### config.mk
export PLATFORM = sky130hd
export DESIGN_NAME = tmds_symbol_pipeline
export DESIGN_NICKNAME = d
export VERILOG_FILES = /design/src/rtl/tmds_symbol_pipeline.sv
export SDC_FILE = /design/constraint.sdc
export NUM_CORES = 1
export LEC_CHECK = 0
export BUFFER_PORTS_ARGS = -buffer_cell sky130_fd_sc_hd__buf_2
export CAP_MARGIN = 25
export CORE_UTILIZATION = 55
export DETAILED_ROUTE_END_ITERATION = 10
export PLACE_DENSITY = 0.77
export SKIP_CTS_REPAIR_TIMING = 1
export SYNTH_ARGS = -nofsm -noshare
export SYNTH_HDL_FRONTEND = slang
export SYNTH_SLANG_ARGS = --single-unit
### constraint.sdc
create_clock -name p_clk -period 3.4 [get_ports p_clk]
set_clock_uncertainty 0.2 [all_clocks]
set_input_delay 0 -clock p_clk [delete_from_list [all_inputs] [get_ports p_clk]]
set_output_delay 0 -clock p_clk [all_outputs]
set_load 0.02 [all_outputs]
### src/rtl/tmds_symbol_pipeline.sv
// TMDS symbol generator: N data lanes plus clock-lane word, 3-stage pipeline,
// with a built-in colour-bar source and sync polarity correction.

// One TMDS lane: S0 input register, S1 transition minimisation, S2 DC balance.
module tmds_lane (
  input  logic       clk,
  input  logic       rst_n,
  input  logic [7:0] d,
  input  logic       de,
  input  logic       c0,
  input  logic       c1,
  output logic [9:0] sym
);
  localparam logic [9:0] CTL_00 = 10'b1101010100;
  localparam logic [9:0] CTL_01 = 10'b0010101011;
  localparam logic [9:0] CTL_10 = 10'b0101010100;
  localparam logic [9:0] CTL_11 = 10'b1010101011;

  typedef struct packed { logic [7:0] d;  logic de; logic c0; logic c1; } lane_req_t;
  typedef struct packed { logic [8:0] qm; logic de; logic c0; logic c1; } lane_qm_t;

  lane_req_t         s0_q;
  lane_qm_t          s1_q;
  logic [3:0]        n1_d, n1_q;
  logic [8:0]        qm;
  logic signed [4:0] n1s, n0s, cnt_q, cnt_d;
  logic [9:0]        sym_d;

  // S0: capture pixel byte and controls
  always_ff @(posedge clk or negedge rst_n)
    if (!rst_n) s0_q <= '0;
    else        s0_q <= {d, de, c0, c1};

  // S1 comb: XOR/XNOR chain chosen to minimise transitions
  always_comb begin
    n1_d = '0;
    for (int i = 0; i < 8; i++) n1_d = n1_d + {3'b0, s0_q.d[i]};
    qm    = '0;
    qm[0] = s0_q.d[0];
    if (n1_d > 4'd4 || (n1_d == 4'd4 && !s0_q.d[0])) begin
      for (int i = 1; i < 8; i++) qm[i] = ~(qm[i-1] ^ s0_q.d[i]);
      qm[8] = 1'b0;
    end else begin
      for (int i = 1; i < 8; i++) qm[i] = qm[i-1] ^ s0_q.d[i];
      qm[8] = 1'b1;
    end
  end

  // S1: register q_m with de/controls delayed alongside
  always_ff @(posedge clk or negedge rst_n)
    if (!rst_n) s1_q <= '0;
    else        s1_q <= {qm, s0_q.de, s0_q.c0, s0_q.c1};

  // S2 comb: pick inversion from running disparity; blanking clears disparity
  always_comb begin
    n1_q = '0;
    for (int i = 0; i < 8; i++) n1_q = n1_q + {3'b0, s1_q.qm[i]};
    n1s   = {1'b0, n1_q};
    n0s   = 5'sd8 - n1s;
    sym_d = CTL_00;
    cnt_d = cnt_q;
    if (!s1_q.de) begin
      cnt_d = '0;
      case ({s1_q.c1, s1_q.c0})
        2'b00:   sym_d = CTL_00;
        2'b01:   sym_d = CTL_01;
        2'b10:   sym_d = CTL_10;
        default: sym_d = CTL_11;
      endcase
    end else if (cnt_q == 5'sd0 || n1s == n0s) begin
      sym_d = {~s1_q.qm[8], s1_q.qm[8], s1_q.qm[8] ? s1_q.qm[7:0] : ~s1_q.qm[7:0]};
      cnt_d = s1_q.qm[8] ? cnt_q + n1s - n0s : cnt_q + n0s - n1s;
    end else if ((cnt_q > 5'sd0 && n1s > n0s) || (cnt_q < 5'sd0 && n0s > n1s)) begin
      sym_d = {1'b1, s1_q.qm[8], ~s1_q.qm[7:0]};
      cnt_d = cnt_q + (s1_q.qm[8] ? 5'sd2 : 5'sd0) + n0s - n1s;
    end else begin
      sym_d = {1'b0, s1_q.qm[8], s1_q.qm[7:0]};
      cnt_d = cnt_q + n1s - n0s - (s1_q.qm[8] ? 5'sd0 : 5'sd2);
    end
  end

  // S2: output symbol and disparity counter
  always_ff @(posedge clk or negedge rst_n)
    if (!rst_n) begin
      sym   <= CTL_00;
      cnt_q <= '0;
    end else begin
      sym   <= sym_d;
      cnt_q <= cnt_d;
    end
endmodule

module tmds_symbol_pipeline #(
  parameter int CH_NUM = 3,
  parameter bit HS_INV = 1'b0,
  parameter bit VS_INV = 1'b0,
  parameter int BAR_W  = 80
) (
  input  logic                  p_clk,
  input  logic                  arstn,
  input  logic [8*CH_NUM-1:0]   VGA_data,
  input  logic                  VGA_hs,
  input  logic                  VGA_vs,
  input  logic                  VGA_de,
  input  logic                  pattern_en,
  output logic [10*CH_NUM-1:0]  tmds_data,
  output logic [9:0]            tmds_clk_word,
  output logic                  sym_valid
);
  localparam int STAGES = 2;
  localparam int BCW    = (BAR_W > 1) ? $clog2(BAR_W) : 1;

  logic [1:0]               rst_sync;
  logic                     rst_n;
  logic                     hs_c, vs_c, vs_d, vs_rise, pat_act, pat_on;
  logic [BCW-1:0]           bar_cnt;
  logic [2:0]               bar_idx;
  logic [23:0]              bar_rgb;
  logic [STAGES:0]          vld_pipe;
  logic [CH_NUM-1:0][7:0]   vga_in, pix;
  logic [CH_NUM-1:0]        c0_bus, c1_bus;
  logic [CH_NUM-1:0][9:0]   sym_bus;

  // Reset: immediate assertion, release aligned to p_clk after two flops
  always_ff @(posedge p_clk or negedge arstn)
    if (!arstn) rst_sync <= 2'b00;
    else        rst_sync <= {rst_sync[0], 1'b1};

  assign rst_n   = rst_sync[1];
  assign hs_c    = VGA_hs ^ HS_INV;
  assign vs_c    = VGA_vs ^ VS_INV;
  assign vs_rise = vs_c & ~vs_d;
  // A vsync rise switches the pattern for the very pixel on that cycle
  assign pat_on  = vs_rise ? pattern_en : pat_act;

  // Pattern request is only latched at frame start
  always_ff @(posedge p_clk or negedge rst_n)
    if (!rst_n) begin
      vs_d    <= 1'b0;
      pat_act <= 1'b0;
    end else begin
      vs_d <= vs_c;
      if (vs_rise) pat_act <= pattern_en;
    end

  // Bar position: restart on blanking, advance every BAR_W active pixels, hold at black
  always_ff @(posedge p_clk or negedge rst_n)
    if (!rst_n) begin
      bar_cnt <= '0;
      bar_idx <= '0;
    end else if (!VGA_de) begin
      bar_cnt <= '0;
      bar_idx <= '0;
    end else if (bar_cnt == BCW'(BAR_W - 1)) begin
      bar_cnt <= '0;
      if (bar_idx != 3'd7) bar_idx <= bar_idx + 3'd1;
    end else begin
      bar_cnt <= bar_cnt + 1'b1;
    end

  // Bar colour as {R,G,B}
  always_comb
    case (bar_idx)
      3'd0:    bar_rgb = 24'hFFFFFF;
      3'd1:    bar_rgb = 24'hFFFF00;
      3'd2:    bar_rgb = 24'h00FFFF;
      3'd3:    bar_rgb = 24'h00FF00;
      3'd4:    bar_rgb = 24'hFF00FF;
      3'd5:    bar_rgb = 24'hFF0000;
      3'd6:    bar_rgb = 24'h0000FF;
      default: bar_rgb = 24'h000000;
    endcase

  assign vga_in = VGA_data;

  // Per-lane source select; only the blue lane of each pixel carries syncs
  always_comb
    for (int i = 0; i < CH_NUM; i++) begin
      pix[i]    = (pat_on && VGA_de) ? bar_rgb[8*(i%3) +: 8] : vga_in[i];
      c0_bus[i] = (i % 3 == 0) ? hs_c : 1'b0;
      c1_bus[i] = (i % 3 == 0) ? vs_c : 1'b0;
    end

  tmds_lane u_lane [CH_NUM-1:0] (
    .clk   (p_clk),
    .rst_n (rst_n),
    .d     (pix),
    .de    (VGA_de),
    .c0    (c0_bus),
    .c1    (c1_bus),
    .sym   (sym_bus)
  );

  // Valid follows the data through the three stages
  always_ff @(posedge p_clk or negedge rst_n)
    if (!rst_n) vld_pipe <= '0;
    else        vld_pipe <= {vld_pipe[STAGES-1:0], 1'b1};

  assign sym_valid     = vld_pipe[STAGES];
  assign tmds_data     = sym_bus;
  assign tmds_clk_word = 10'b1111100000;
endmodule

==> impl_results.md <==
* Crit path launch type: register
* Worst slack at placement at -1.71 ns
* Initial DRT Pass Iterations at 5
* Row cnt at 44
* R2R depth at 17
* Post-route non-filler standard cell count at 1,210
* Max_cap viols at 0
* Root buffer cell: clkbuf_16
* Ys async rst share at 1.00
* Final period util at 1.54
* Worst R2R Setup Slack at -1.83 ns
* CP Class: register to register
* Ant. Diodes at 0
* Crit path from: u_lane[1].s1_q[3]$_DFF_PN0_
* Syn Inst Count at 777
* Post-layout util at 0.778
* Sequential share of the synthesized area at 0.366
* Post-synth EDFFs at 0
* Design area at 11,300 µm²
* Placed cells at 1,125
* Worst Path Max Fanout at 2
* Final Setup Violations at 57
* Clk sinks at 118
* Area after DPL at 9860 µm²
* Worst Setup EP: u_lane[1].cnt_q[2]$_DFF_PN0_
* Worst Tran Pin Value at 0.870 ns
* Initial antenna violation count at 0
* Failing checks: negative setup slack
* Die area at 15,200 µm²
* Die Y at 123 µm
* IO Count at 71
* WP data required at 3.56 ns
* Nets at 1,147
* Syn Area/Cell at 10.4 µm²
* Share of layout cells above drive strength 1 at 0.367
* Worst EP arrival at 5.39 ns
* Clock Latency Late Sink at 0.42 ns
* Drt total wl at 20,700 µm
* Crit-path slowest cell: fa_2
* Via count at 6,504
* Total count of max-transition violations in the final report at 0
* Worst Slack Setup Final at -1.83 ns
* Hpwl dp at 13,400 µm
* CP Cell Sequence: ha_4, inv_2, fa_1, fa_1, inv_1, fa_2, inv_2, fa_2, ha_4, xor3_2, fa_2, ha_4, inv_2, fa_2, mux2_4, nand2_2, o311a_1
* CP peak stage delay at 0.56 ns
* Overflow after GRT at 0
* WL per Instance at 17.1 µm
* Min-delay worst type: input pin to register
* CTS tree: yes
* First-pass GRT wire length at 29,200 µm
* Drt via density at 5.38
* Routability congestion estimate at 0.871
* Area grow syn2layout at 38.7%
* Clock Tree Buf Depth at 2
* YS warnings at 0
* Vias in the first global route at 6,363
* Die X-Extent at 123 µm
* CP most frequent cell: fa_2
* Top_reg_cell synth: dfrtp_1
* Antenna-violating nets left at 0
* Distinct cells, synth at 67
* Starting density of the core at 0.561
* Cell Area, Synth at 8120 µm²
* Relative slew slack at 0.420
* Crit path time final at 5.23 ns
* DR DRC count at 0
* Reg-to-Reg Start: u_lane[1].s1_q[3]$_DFF_PN0_
* Crit. End Element: register
* 1st-iter DRT viols at 357
* Outcome: finished with violations
* CTS buffer count at 17
* Synthesis-stage register bit count at 118
* Final hold violation count at 0
* Clk slew on worst S/H paths at 0.06 ns
* FMAX at 191 MHz
* Unrepaired setup endpoints after global routing: yes
* Pin count of the biggest net entering global routing at 117
* Crit Reg-Reg Endpoint: u_lane[1].cnt_q[2]$_DFF_PN0_
* IO Port Bufs at 60
* Core Box Area at 14,500 µm²
* Total Routing Usage GR at 0.252
* H-tree levels at 4
cell usage in the layout (no fill, tap or decap), types with 14 or more instances in the layout:
cell / n
clkbuf_16: 18
xnor2_2: 17
xor2_1: 43
fa_1: 24
xnor2_1: 48
fa_2: 15
nor2_1: 24
buf_2: 60
ha_1: 53
o21a_1: 25
dfstp_2: 15
inv_2: 14
buf_6: 14
inv_1: 92
dfrtp_1: 102
buf_4: 134
a21oi_1: 23
nand2_1: 41
and2_1: 18
dlygate4sd3_1: 30
routing by layer:
metal	vias up	share of wire	global-route usage
li1	2969	-	-
met1	3285	0.38	0.296
met2	186	0.55	0.454
met3	64	0.036	0.0447
met4	0	0.031	0.102
met5	-	0	0
per-stage QoR:
stage / hold slack (ns) / TNS (ns)
2_1_floorplan: -0.496 / -43.92
3_3_place_gp: -0.416 / -47.92
3_5_place_dp: -0.412 / -54.31
4_1_cts: -0.854 / -56.96
5_1_grt: 0.0460 / -66.07
6_report: 0.0338 / -59.65
critical path: cells and delay by family (launching register included):
| kind | cells | cell delay, ns |
|---|---|---|
| AO/OA/AOI/OAI | 1 | 0.15 |
| XOR/XNOR | 1 | 0.40 |
| adder cells (fa/ha/maj) | 9 | 3.45 |
| buffers and inverters | 4 | 0.21 |
| flip-flops | 1 | 0.42 |
| multiplexers | 1 | 0.27 |
| AND/OR/NAND/NOR | 1 | 0.06 |
cell families after synthesis:
logic type      share of synthesized area
simple gates                       0.0917
buf+inv                            0.0743
compound gates                      0.111
xor+xnor                            0.139
flops                               0.366
fa+ha+maj                           0.196
mux                                0.0200
other cells                      0.000925
state kept, by name, indices dropped and copies added, names as in the netlist:
signal	count
bar_idx	3
u_lane.s0_q	24
vld_pipe	3
rst_sync	2
u_lane.cnt_q	15
u_lane.sym	30
u_lane.qm	3
u_lane.s1_q	30
pat_act	1
bar_cnt	7
synthesized netlist by cell type, types with 9 or more instances:
| master | number | area share |
|---|---|---|
| inv_1 | 106 | 0.049 |
| dfrtp_1 | 103 | 0.32 |
| xnor2_1 | 68 | 0.073 |
| ha_1 | 65 | 0.10 |
| xor2_1 | 48 | 0.052 |
| nand2_1 | 46 | 0.021 |
| fa_1 | 39 | 0.096 |
| a21oi_1 | 30 | 0.018 |
| o21a_1 | 26 | 0.024 |
| nor2_1 | 25 | 0.012 |
| o21ai_0 | 21 | 0.013 |
| and2_1 | 18 | 0.014 |
| dfstp_2 | 15 | 0.049 |
| clkbuf_1 | 13 | 0.0060 |
| buf_4 | 12 | 0.011 |
| nand3_1 | 11 | 0.0068 |
| nand2b_1 | 10 | 0.0077 |
| nor2b_1 | 9 | 0.0069 |
worst min-delay path by stage:
| stage | start | end | slack [ns] | cells after the start |
|---|---|---|---|---|
| 2_1_floorplan | arstn | rst_sync[0]$_DFF_PN0_ | -0.50 | 0 |
| 5_1_grt | VGA_vs | u_lane[0].s0_q[0]$_DFF_PN0_ | 0.05 | 2 |
| 6_report | VGA_hs | u_lane[0].s0_q[1]$_DFF_PN0_ | 0.03 | 2 |
| 4_1_cts | arstn | rst_sync[1]$_DFF_PN0_ | -0.85 | 1 |
| 3_5_place_dp | arstn | rst_sync[0]$_DFF_PN0_ | -0.41 | 1 |
| 3_3_place_gp | arstn | rst_sync[0]$_DFF_PN0_ | -0.42 | 1 |
final cells by class:
class | count | area, µm²
clock buffer | 21 | 470
clock inverter | 11 | 125
fill | 811 | 3220
inverter | 106 | 398
multi-input combinational | 528 | 5210
sequential | 118 | 2980
tap | 184 | 230
timing repair buffer | 242 | 1850
Power is left out: the tool's default activity adds up to more than one toggle a clock period on the data nets, which glitch-free logic cannot reach.
